File: config.mk
export PLATFORM = sky130hd
export DESIGN_NAME = reg_port_seq_flat
export DESIGN_NICKNAME = d
export VERILOG_FILES = /design/src/rtl/reg_port_seq_if.sv /design/src/rtl/reg_port_seq.sv /design/src/flat_wrapper.sv
export SDC_FILE = /design/constraint.sdc
export NUM_CORES = 1
export LEC_CHECK = 0
export ABC_CLOCK_PERIOD_IN_PS = 5500
export BUFFER_PORTS_ARGS = -buffer_cell sky130_fd_sc_hd__buf_2
export CORE_ASPECT_RATIO = 1.5
export CORE_MARGIN = 2
export CORE_UTILIZATION = 57
export DETAILED_ROUTE_END_ITERATION = 7
export PLACE_DENSITY = 0.95
export SLEW_MARGIN = 20
export SYNTH_ARGS = -nofsm -noshare
export SYNTH_HDL_FRONTEND = slang
export SYNTH_SLANG_ARGS = --single-unit
export TNS_END_PERCENT = 1
File: constraint.sdc
create_clock -name CLK -period 5.5 [get_ports CLK]
set_input_delay 0.825 -clock CLK [delete_from_list [all_inputs] [get_ports CLK]]
set_output_delay 0.825 -clock CLK [all_outputs]
set_load 0.01 [all_outputs]
File: src/rtl/reg_port_seq_if.sv
// Bundle of the writeback, operand-read, operand-out and register-file port signals.
// The master modport is the sequencer; the slave modport is its surroundings.
interface reg_port_seq_if #(
    parameter int unsigned DATA_W = 16,
    parameter int unsigned ADDR_W = 3
);
    logic              wb_valid;
    logic              wb_ready;
    logic [ADDR_W-1:0] wb_reg;
    logic [DATA_W-1:0] wb_data;

    logic              rd_valid;
    logic              rd_ready;
    logic [ADDR_W-1:0] rd_srcA;
    logic [ADDR_W-1:0] rd_srcB;

    logic              op_valid;
    logic              op_ready;
    logic [DATA_W-1:0] op_a;
    logic [DATA_W-1:0] op_b;

    logic [ADDR_W-1:0] srcA;
    logic [ADDR_W-1:0] srcB;
    logic              RegWrite;
    logic [DATA_W-1:0] writeValue;
    logic [DATA_W-1:0] ReadA;
    logic [DATA_W-1:0] ReadB;

    modport master (
        input  wb_valid, wb_reg, wb_data,
        input  rd_valid, rd_srcA, rd_srcB,
        input  op_ready,
        input  ReadA, ReadB,
        output wb_ready, rd_ready,
        output op_valid, op_a, op_b,
        output srcA, srcB, RegWrite, writeValue
    );

    modport slave (
        output wb_valid, wb_reg, wb_data,
        output rd_valid, rd_srcA, rd_srcB,
        output op_ready,
        output ReadA, ReadB,
        input  wb_ready, rd_ready,
        input  op_valid, op_a, op_b,
        input  srcA, srcB, RegWrite, writeValue
    );
endinterface

File: src/rtl/reg_port_seq.sv
// Register-file port sequencer: buffers writebacks in a FIFO and interleaves them with operand reads.
// Define REG_FWD_EN to forward pending writebacks to reads instead of stalling on hazards.
module reg_port_seq #(
    parameter int unsigned DATA_W   = 16,
    parameter int unsigned ADDR_W   = 3,
    parameter int unsigned WB_DEPTH = 2
) (
    input  logic           CLK,
    input  logic           RST,
    reg_port_seq_if.master bus
);
    localparam int unsigned PtrW = $clog2(WB_DEPTH);
    localparam logic [PtrW-1:0] PtrOne = 1;
    localparam logic [PtrW:0]   CntOne = 1;
    localparam logic [PtrW:0]   CntFull = (PtrW + 1)'(WB_DEPTH);

    typedef enum logic [1:0] {ModeIdle, ModeRead, ModeWrite, ModeWriteFull} mode_e;

    logic [ADDR_W-1:0] fifo_reg_q  [WB_DEPTH];
    logic [DATA_W-1:0] fifo_data_q [WB_DEPTH];
    logic [PtrW-1:0]   rd_ptr_q, wr_ptr_q;
    logic [PtrW:0]     count_q;
    logic              op_valid_q;
    logic [DATA_W-1:0] op_a_q, op_b_q;

    mode_e             mode;
    logic              full, empty, out_free, push, pop, stall;
    logic              hit_a, hit_b, wb_hit_a, wb_hit_b;
    logic [PtrW-1:0]   idx;
    logic [DATA_W-1:0] rd_a, rd_b;
`ifdef REG_FWD_EN
    logic [DATA_W-1:0] fifo_a, fifo_b;
`endif

    assign full     = (count_q == CntFull);
    assign empty    = (count_q == '0);
    assign out_free = !op_valid_q || bus.op_ready;
    // A same-cycle writeback is older than the read it races with.
    assign wb_hit_a = bus.wb_valid && (bus.rd_srcA != '0) && (bus.wb_reg == bus.rd_srcA);
    assign wb_hit_b = bus.wb_valid && (bus.rd_srcB != '0) && (bus.wb_reg == bus.rd_srcB);

    // Walk entries oldest to youngest so the last match is the youngest.
    always_comb begin
        hit_a = 1'b0;
        hit_b = 1'b0;
        idx   = '0;
`ifdef REG_FWD_EN
        fifo_a = '0;
        fifo_b = '0;
`endif
        for (int k = 0; k < WB_DEPTH; k++) begin
            idx = rd_ptr_q + (PtrW)'(k);
            if ((PtrW + 1)'(k) < count_q) begin
                if ((bus.rd_srcA != '0) && (fifo_reg_q[idx] == bus.rd_srcA)) begin
                    hit_a = 1'b1;
`ifdef REG_FWD_EN
                    fifo_a = fifo_data_q[idx];
`endif
                end
                if ((bus.rd_srcB != '0) && (fifo_reg_q[idx] == bus.rd_srcB)) begin
                    hit_b = 1'b1;
`ifdef REG_FWD_EN
                    fifo_b = fifo_data_q[idx];
`endif
                end
            end
        end
    end

`ifdef REG_FWD_EN
    assign stall = 1'b0;
    assign rd_a  = (bus.rd_srcA == '0) ? '0 : wb_hit_a ? bus.wb_data : hit_a ? fifo_a : bus.ReadA;
    assign rd_b  = (bus.rd_srcB == '0) ? '0 : wb_hit_b ? bus.wb_data : hit_b ? fifo_b : bus.ReadB;
`else
    assign stall = hit_a || hit_b || wb_hit_a || wb_hit_b;
    assign rd_a  = (bus.rd_srcA == '0) ? '0 : bus.ReadA;
    assign rd_b  = (bus.rd_srcB == '0) ? '0 : bus.ReadB;
`endif

    always_comb begin
        mode = ModeIdle;
        if (RST) begin
            mode = ModeIdle;
        end else if (full) begin
            mode = ModeWriteFull;
        end else if (bus.rd_valid && out_free && !stall) begin
            mode = ModeRead;
        end else if (!empty) begin
            mode = ModeWrite;
        end
    end

    assign pop          = (mode == ModeWrite) || (mode == ModeWriteFull);
    assign push         = bus.wb_valid && bus.wb_ready && (bus.wb_reg != '0);
    assign bus.wb_ready = !RST && !full;
    assign bus.rd_ready = (mode == ModeRead);
    assign bus.RegWrite = pop;
    assign bus.op_valid = op_valid_q;
    assign bus.op_a     = op_a_q;
    assign bus.op_b     = op_b_q;

    always_comb begin
        bus.srcA       = '0;
        bus.srcB       = '0;
        bus.writeValue = '0;
        unique case (mode)
            ModeRead: begin
                bus.srcA = bus.rd_srcA;
                bus.srcB = bus.rd_srcB;
            end
            ModeWrite, ModeWriteFull: begin
                bus.srcA       = fifo_reg_q[rd_ptr_q];
                bus.writeValue = fifo_data_q[rd_ptr_q];
            end
            default: ;
        endcase
    end

    always_ff @(posedge CLK or posedge RST) begin
        if (RST) begin
            rd_ptr_q   <= '0;
            wr_ptr_q   <= '0;
            count_q    <= '0;
            op_valid_q <= 1'b0;
            op_a_q     <= '0;
            op_b_q     <= '0;
        end else begin
            if (push) wr_ptr_q <= wr_ptr_q + PtrOne;
            if (pop)  rd_ptr_q <= rd_ptr_q + PtrOne;
            if (push && !pop) begin
                count_q <= count_q + CntOne;
            end else if (pop && !push) begin
                count_q <= count_q - CntOne;
            end
            if (mode == ModeRead) begin
                op_valid_q <= 1'b1;
                op_a_q     <= rd_a;
                op_b_q     <= rd_b;
            end else if (bus.op_ready) begin
                op_valid_q <= 1'b0;
            end
        end
    end

    always_ff @(posedge CLK) begin
        if (push) begin
            fifo_reg_q[wr_ptr_q]  <= bus.wb_reg;
            fifo_data_q[wr_ptr_q] <= bus.wb_data;
        end
    end
endmodule

File: src/flat_wrapper.sv
// flat-port wrapper written by rule: the top's interface ports become plain ports
module reg_port_seq_flat 
#(
    parameter int unsigned DATA_W   = 16,
    parameter int unsigned ADDR_W   = 3,
    parameter int unsigned WB_DEPTH = 2
)
  (CLK, RST, bus_wb_valid, bus_wb_reg, bus_wb_data, bus_rd_valid, bus_rd_srcA, bus_rd_srcB, bus_op_ready, bus_ReadA, bus_ReadB, bus_wb_ready, bus_rd_ready, bus_op_valid, bus_op_a, bus_op_b, bus_srcA, bus_srcB, bus_RegWrite, bus_writeValue);
  reg_port_seq_if #(.DATA_W(DATA_W), .ADDR_W(ADDR_W)) bus_i ();
  input  logic CLK;
  input  logic RST;
  input wire logic [$bits(bus_i.wb_valid)-1:0] bus_wb_valid;
  input wire logic [$bits(bus_i.wb_reg)-1:0] bus_wb_reg;
  input wire logic [$bits(bus_i.wb_data)-1:0] bus_wb_data;
  input wire logic [$bits(bus_i.rd_valid)-1:0] bus_rd_valid;
  input wire logic [$bits(bus_i.rd_srcA)-1:0] bus_rd_srcA;
  input wire logic [$bits(bus_i.rd_srcB)-1:0] bus_rd_srcB;
  input wire logic [$bits(bus_i.op_ready)-1:0] bus_op_ready;
  input wire logic [$bits(bus_i.ReadA)-1:0] bus_ReadA;
  input wire logic [$bits(bus_i.ReadB)-1:0] bus_ReadB;
  output wire logic [$bits(bus_i.wb_ready)-1:0] bus_wb_ready;
  output wire logic [$bits(bus_i.rd_ready)-1:0] bus_rd_ready;
  output wire logic [$bits(bus_i.op_valid)-1:0] bus_op_valid;
  output wire logic [$bits(bus_i.op_a)-1:0] bus_op_a;
  output wire logic [$bits(bus_i.op_b)-1:0] bus_op_b;
  output wire logic [$bits(bus_i.srcA)-1:0] bus_srcA;
  output wire logic [$bits(bus_i.srcB)-1:0] bus_srcB;
  output wire logic [$bits(bus_i.RegWrite)-1:0] bus_RegWrite;
  output wire logic [$bits(bus_i.writeValue)-1:0] bus_writeValue;
  assign bus_i.wb_valid = bus_wb_valid;
  assign bus_i.wb_reg = bus_wb_reg;
  assign bus_i.wb_data = bus_wb_data;
  assign bus_i.rd_valid = bus_rd_valid;
  assign bus_i.rd_srcA = bus_rd_srcA;
  assign bus_i.rd_srcB = bus_rd_srcB;
  assign bus_i.op_ready = bus_op_ready;
  assign bus_i.ReadA = bus_ReadA;
  assign bus_i.ReadB = bus_ReadB;
  assign bus_wb_ready = bus_i.wb_ready;
  assign bus_rd_ready = bus_i.rd_ready;
  assign bus_op_valid = bus_i.op_valid;
  assign bus_op_a = bus_i.op_a;
  assign bus_op_b = bus_i.op_b;
  assign bus_srcA = bus_i.srcA;
  assign bus_srcB = bus_i.srcB;
  assign bus_RegWrite = bus_i.RegWrite;
  assign bus_writeValue = bus_i.writeValue;
  reg_port_seq #(.DATA_W(DATA_W), .ADDR_W(ADDR_W), .WB_DEPTH(WB_DEPTH)) u_core (.CLK(CLK), .RST(RST), .bus(bus_i));
endmodule
==> run metrics, run 1 <==
Crit Path Class=flip-flop to output pin; Final Hold Viols=0; Post-DP HPWL=7870 um; Yosys reg bits=75; drt pass-1 iters=5; fin util=70.6%; Ports=120; Routed Antenna Nets=0; CTS resizes=0; most numerous cell in the Yosys netlist=nand3_1; Pins Over Slew Limit=0; Synth area leaders=edfxtp_1 25%, dfrtp_1 21%, a32o_1 7.1%; drt wl/cell=19.8 um; share of cells above drive strength 1=28.1%; CP Capture Type=output pin; fin crit share=82.9%; GPL Wtd Cong=0.892; min cycle time layout=4.56 ns; syn avg cell area=10.1 um2; Ys Warns=0; total track usage=28.8%; largest net degree at the start of global routing=67; Fin Setup TNS=0 ns; worst-skew pair later-pin latency=0.34 ns; Worst IR Drop VDD=0.330 mV; Setup-failing EPs final=0; Setup Skew=0.00503 ns; CTS Root Cell=clkbuf_16; Die Area=8620 um2; row cnt=39; highest clock rate=0.219 GHz; crit path max fanout=65; H-tree Lvls=3; # Post-CTS Setup Buffers=0; DRC viols=0; CTS Hold Buffers Added=0; Synth async-reset ratio=49.3%; top cell type's share of synthesized area=25.4%; DR iter-0 viols=622; TritonCTS Sinks=75; Area Growth Syn to Fin=19.8%; total of max-cap violations=0; Clock transition at path regs=0.06 ns; ant diodes=0; Primary FF master, synth=edfxtp_1; worst-margin pin slew=1.11 ns; Syn Inst Count=443; total number of vias=4294; sequential share of the synthesized area=46.0%; Initial Util=59.0%; GRT overflow=0; initial antenna violation count=0; Via density=6.79; CTS buffer count=9; LEAKAGE=2.14 nW; CP required=4.68 ns; vias in the first global route=4212; outcome=complete, no violations; cell taking the most area after synthesis=edfxtp_1; I/O Buffers=119; Worst Setup Start Kind=flip-flop; Hold Path Class=flip-flop to flip-flop; Max Buffers Root-to-Sink=2; final wirelength=12500 um; die width=76.5 um; RSZ-0062 raised after global routing=no; unique cell type count in the Yosys netlist=37; synthesized cell area=4490 um2; first-pass GRT wire length=19800 um; Max-slew headroom=25.8%; Post-synth EDFFs=38; top cells by count, synth=64 x nand3_1, 39 x clkbuf_1, 38 x edfxtp_1, 37 x dfrtp_1; post-synthesis net count=509; Die Span Y=113 um; core area=7610 um2; CTS tree=built; power per cell area=536 nW/um2; Final Net Count=591; Worst Path Arrival=3.73 ns
[registers in the layout, summed over array words and instances (netlist names)]
register	count
u_core.bus.op_a	16
u_core.bus.op_b	16
u_core.bus.op_valid	1
u_core.count_q	2
u_core.fifo_data_q	32
u_core.fifo_reg_q	6
u_core.rd_ptr_q	1
u_core.wr_ptr_q	1
[logic make-up (layout without fill, tap and decap cells)]
| family | count (synthesis) | after routing | synth area share (%) |
|---|---|---|---|
| AO/OA/AOI/OAI | 113 | 113 | 19.7 |
| XOR/XNOR | 19 | 19 | 3.71 |
| adder cells (fa/ha/maj) | 4 | 4 | 1.11 |
| buffers and inverters | 63 | 150 | 6.44 |
| flip-flops | 75 | 75 | 46.0 |
| multiplexers | 23 | 23 | 5.13 |
| AND/OR/NAND/NOR | 146 | 146 | 17.9 |
[area by class of cell]
type                       instances  area (um2)
clock inverter                     6         114
clock buffer                      10         229
sequential                        75        2070
tap                              102         128
timing repair buffer             126         648
fill                             549        2240
inverter                           8        30.0
multi-input combinational        305        2160
[power breakdown]
| part | internal (W) | switching [W] | leakage [nW] | total [W] |
|---|---|---|---|---|
| registers | 0.000760 | 0.000152 | 0.749 | 0.000912 |
| clock network | 0.000444 | 0.000235 | 0.159 | 0.000678 |
| logic | 0.000540 | 0.000749 | 1.23 | 0.00129 |
| total | 0.00174 | 0.00114 | 2.14 | 0.00288 |
[worst paths after layout]
| check | start | end | slack, ns | cells past startpoint |
|---|---|---|---|---|
| min reg2reg | u_core.wr_ptr_q | u_core.wr_ptr_q | 0.54 | 1 |
| min in group asynchronous | RST | u_core.bus.op_valid | 0.55 | 2 |
| max | u_core.rd_ptr_q | bus_srcA[2] | 0.94 | 8 |
| min | u_core.wr_ptr_q | u_core.wr_ptr_q | 0.54 | 1 |
| max reg2reg | u_core.rd_ptr_q | u_core.bus.op_valid | 2.12 | 7 |
| max in group asynchronous | RST | u_core.rd_ptr_q | 4.25 | 3 |
[cell usage in the layout (no fill, tap or decap), drive strengths merged, types with 2 or more instances in the layout]
cell	Yosys	routed
clkbuf	39	10
xnor2	15	15
or3	4	4
a31oi	32	32
nand3	64	64
ha	4	4
o32ai	3	3
bufinv	0	3
edfxtp	38	38
buf	16	126
xor2	4	4
o211ai	32	32
clkinv	0	2
nor2	23	23
o21ai	5	5
a21oi	2	2
inv	8	7
clkinvlp	0	2
nor4	4	4
a32o	32	32
nor2b	2	2
nor3	4	4
and2	2	2
mux2i	23	23
nand2	7	7
dfrtp	37	37
or4	32	32
nand2b	3	3
[metrics by stage]
stage	cell area (um2)	hold WS (ns)	cells	setup slack [ns]	power [W]
global route	5380	0.551	632	0.750	0.00304
global placement	5030	0.472	616	1.44	0.00211
detailed placement	5030	0.519	616	1.30	0.00219
finish	5380	0.536	632	0.942	0.00288
CTS	5370	0.536	632	0.965	0.00288
floorplan	4490	0.455	443	1.86	0.00183
[routing by layer]
layer	wire length, um	up-vias	track usage (%)
met3	859	36	6.30
li1	-	1921	-
met1	4640	2108	33.1
met5	0	-	0
met4	386	0	15.3
met2	6620	229	50.3
[worst max-delay path, cell delays in order (launching register included)]
cell       delay, ns
dfrtp_1         0.32
buf_4           0.35
mux2i_1         0.54
mux2i_1         0.21
o2bb2ai_1       0.30
and2_2          0.87
o31a_1          0.42
o32ai_1         0.14
buf_2           0.19
Note: power is estimated with default switching activity, not from simulation.
==> inputs of run 2 (changes only) <==
ABC_AREA = 1   (was not set)
ABC_CLOCK_PERIOD_IN_PS = 4750   (was 5500)
CORE_UTILIZATION = 51   (was 57)
PLACE_DENSITY = 0.9   (was 0.95)
clock period = 4.75 ns   (was 5.5 ns; I/O delays follow)
==> run metrics, run 2 <==
Hold Path Class=input port to async pin (was flip-flop to flip-flop); Area Growth Syn to Fin=22.6% (was 19.8%); LEAKAGE=2.55 nW (was 2.14 nW); Fillers=656 (was 549); H-tree Lvls=3 (unchanged); Synth async-reset ratio=49.3% (unchanged); GPL Wtd Cong=0.863 (was 0.892); highest clock rate=0.255 GHz; critical path endpoint=bus_srcB[1] (was bus_srcA[2]); most common cell after layout, fill and taps aside=nand2_1 (was buf_2); Worst IR Drop VDD=0.332 mV (was 0.330 mV); total track usage=23.1% (was 28.8%); CTS buffer count=9 (unchanged); CTS tree=built (unchanged); Primary FF master, synth=edfxtp_1 (unchanged); I/O Buffers=119 (unchanged); unique cell type count in the Yosys netlist=26 (was 37); fin crit share=82.6%; drt pass-1 iters=5 (unchanged); Synth area leaders=edfxtp_1 30%, dfrtp_1 24%, nand2_1 16% (was edfxtp_1 25%, dfrtp_1 21%, a32o_1 7.1%); Pins Over Slew Limit=0 (unchanged); critical path launch point=u_core.rd_ptr_q (unchanged); most numerous cell in the Yosys netlist=nand2_1 (was nand3_1); Crit path max-delay family=simple AND/OR/NAND/NOR gates (unchanged); sequential share of the synthesized area=54.4% (was 46.0%); synthesized cell area=3800 um2 (was 4490 um2); Crit Path Class=flip-flop to output pin (unchanged); slowest CP cell=nand2_2 (was and2_2); die width=74.5 um (was 76.5 um); Post-DP HPWL=6580 um (was 7870 um); Max-slew headroom=58.8% (was 25.8%); Worst Path Arrival=3.21 ns (was 3.73 ns); placed instance count=671 (was 616); CP required=4.04 ns (was 4.68 ns); largest net degree at the start of global routing=38 (was 67); GRT overflow=0 (unchanged); crit path max fanout=37 (was 65); drt wl/cell=13.0 um (was 19.8 um); Ports=120 (unchanged); Ys Warns=0 (unchanged); total of max-cap violations=0 (unchanged); total number of vias=3440 (was 4294); initial antenna violation count=0 (unchanged); DRC viols=0 (unchanged); top cell type's share of synthesized area=30.0% (was 25.4%); Initial Util=52.5% (was 59.0%); top cells by count, synth=160 x nand2_1, 58 x inv_1, 56 x nand3_1, 51 x nor2_1, 38 x edfxtp_1 (was 64 x nand3_1, 39 x clkbuf_1, 38 x edfxtp_1, 37 x dfrtp_1); Die Span Y=110 um (was 113 um); Final Hold Viols=0 (unchanged); Clock transition at path regs=0.07 ns (was 0.06 ns); worst reg2reg endpoint=u_core.bus.op_valid (unchanged); CP dominant cell by count=nand2_1 (was mux2i_1); Syn Inst Count=464 (was 443); share of cells above drive strength 1=24.9% (was 28.1%); row cnt=38 (was 39); syn avg cell area=8.18 um2 (was 10.1 um2); RSZ-0062 raised after global routing=no (unchanged); register area=2070 um2 (unchanged); R2R Setup Slk=1.88 ns (was 2.12 ns); CTS Hold Buffers Added=0 (unchanged); worst flop-to-flop path startpoint=u_core.rd_ptr_q (unchanged); Via density=5.01 (was 6.79); # Post-CTS Setup Buffers=0 (unchanged); Stages on worst setup path=15 (was 8); biggest cell delay along the critical path=0.49 ns (was 0.87 ns); outcome=complete, no violations (unchanged); CTS resizes=0 (unchanged); TritonCTS Sinks=75 (unchanged); Final Net Count=648 (was 591); CTS Root Cell=clkbuf_8 (was clkbuf_16); worst-margin pin slew=0.616 ns (was 1.11 ns); Worst Reg-to-Reg Cells=13 (was 7); WP buf/inv=3 (was 2); max reg flops=32 (unchanged); Die Area=8170 um2 (was 8620 um2); CP Capture Type=output pin (unchanged); Routed Antenna Nets=0 (unchanged); core area=7230 um2 (was 7610 um2); Worst Setup Start Kind=flip-flop (unchanged); Yosys reg bits=75 (unchanged); multi-input logic area=1380 um2 (was 2160 um2); min cycle time layout=3.92 ns; vias in the first global route=3245 (was 4212); Setup Skew=0.00746 ns (was 0.00503 ns); Post-synth EDFFs=38 (unchanged); Max Buffers Root-to-Sink=2 (unchanged); largest reg by FF count=u_core.fifo_data_q (unchanged); ant diodes=0 (unchanged); post-synthesis net count=530 (was 509); commonest non-fill, non-tap cells in the layout=160 x nand2_1, 119 x buf_2, 58 x inv_1, 56 x nand3_1, 51 x nor2_1 (was 119 x buf_2, 64 x nand3_1, 38 x edfxtp_1, 37 x dfrtp_1); Fin Setup TNS=0 ns (unchanged); Setup-failing EPs final=0 (unchanged); cell taking the most area after synthesis=edfxtp_1 (unchanged); DR iter-0 viols=245 (was 622); worst-skew pair later-pin latency=0.36 ns (was 0.34 ns); first-pass GRT wire length=14200 um (was 19800 um); power per cell area=540 nW/um2 (was 536 nW/um2); final wirelength=8920 um (was 12500 um); cells along the critical path=buf_4 > inv_2 > nand2_1 > nand2_1 > nand2_1 > nand2_1 > nor2_1 > nand2_1 > nand2_1 > nand2_1 > nand4_1 > nand2_2 > nand2_4 > nor2_2 > buf_2 (was buf_4 > mux2i_1 > mux2i_1 > o2bb2ai_1 > and2_2 > o31a_1 > o32ai_1 > buf_2); Non-Filler Instances=687 (was 632)
[run 2: cell count changes after synthesis, sizes merged, moves of 31 or more]
cell and delta:
nand2 +155, inv +51, clkbuf -35, a32o -32, or4 -32, a31oi -31, nor2 +31, o211ai -31
[run 2: through the flow]
step	power (W)	hold slack [ns]	setup WS, ns	util (%)	area, um2
4_1_cts	0.00253	0.270	0.790	64.4	4660
6_report	0.00251	0.277	0.827	64.4	4660
2_1_floorplan	0.00167	0.474	1.89	-	3800
3_3_place_gp	0.00196	0.450	1.23	61.5	4440
5_1_grt	0.00270	0.295	0.469	64.4	4660
3_5_place_dp	0.00200	0.454	1.12	61.5	4440
[run 2: where the power goes]
| part | internal (W) | total [W] | switching, W |
|---|---|---|---|
| Combinational | 0.000357 | 0.00103 | 0.000669 |
| Clock | 0.000311 | 0.000530 | 0.000218 |
| Sequential | 0.000869 | 0.000957 | 0.0000885 |
[run 2: cell type report]
cell class / count / area share [%]
flip-flops and latches: 75 / 44.4
multi-input cells: 311 / 29.7
repair buffers: 126 / 13.9
inverters: 59 / 4.76
clock buffers: 14 / 3.28
well taps: 100 / 2.69
clock inverters: 2 / 1.29
[run 2: routing by layer]
layer / GRT usage, % / share of wire (%)
met1: 25.0 / 38
met5: 0 / 0
met3: 5.68 / 7.7
met2: 39.5 / 50
met4: 14.7 / 3.8
[run 2: cells by family after synthesis]
| family | after synthesis | synth area share (%) |
|---|---|---|
| xor+xnor | 5 | 1.15 |
| simple gates | 275 | 29.9 |
| fa+ha+maj | 4 | 1.32 |
| flops | 75 | 54.4 |
| buf+inv | 78 | 9.16 |
| compound gates | 27 | 4.02 |
[run 2: worst register-to-register path: cells and delay by family, from the launching register on]
family          cells  cell delay [ns]
simple gates       10             1.62
buf+inv             2             0.60
flops               1             0.36
compound gates      1             0.17
[run 2: worst min path at each step]
| stage | startpoint | endpoint | slack [ns] |
|---|---|---|---|
| after floorplan | u_core.count_q[1] | u_core.count_q[1] | 0.47 |
| after global placement | u_core.bus.op_b[13] | u_core.bus.op_b[13] | 0.45 |
| after detailed placement | u_core.bus.op_b[14] | u_core.bus.op_b[14] | 0.45 |
| after CTS | RST | u_core.wr_ptr_q | 0.27 |
| after global routing | RST | u_core.wr_ptr_q | 0.30 |
| final | RST | u_core.wr_ptr_q | 0.28 |
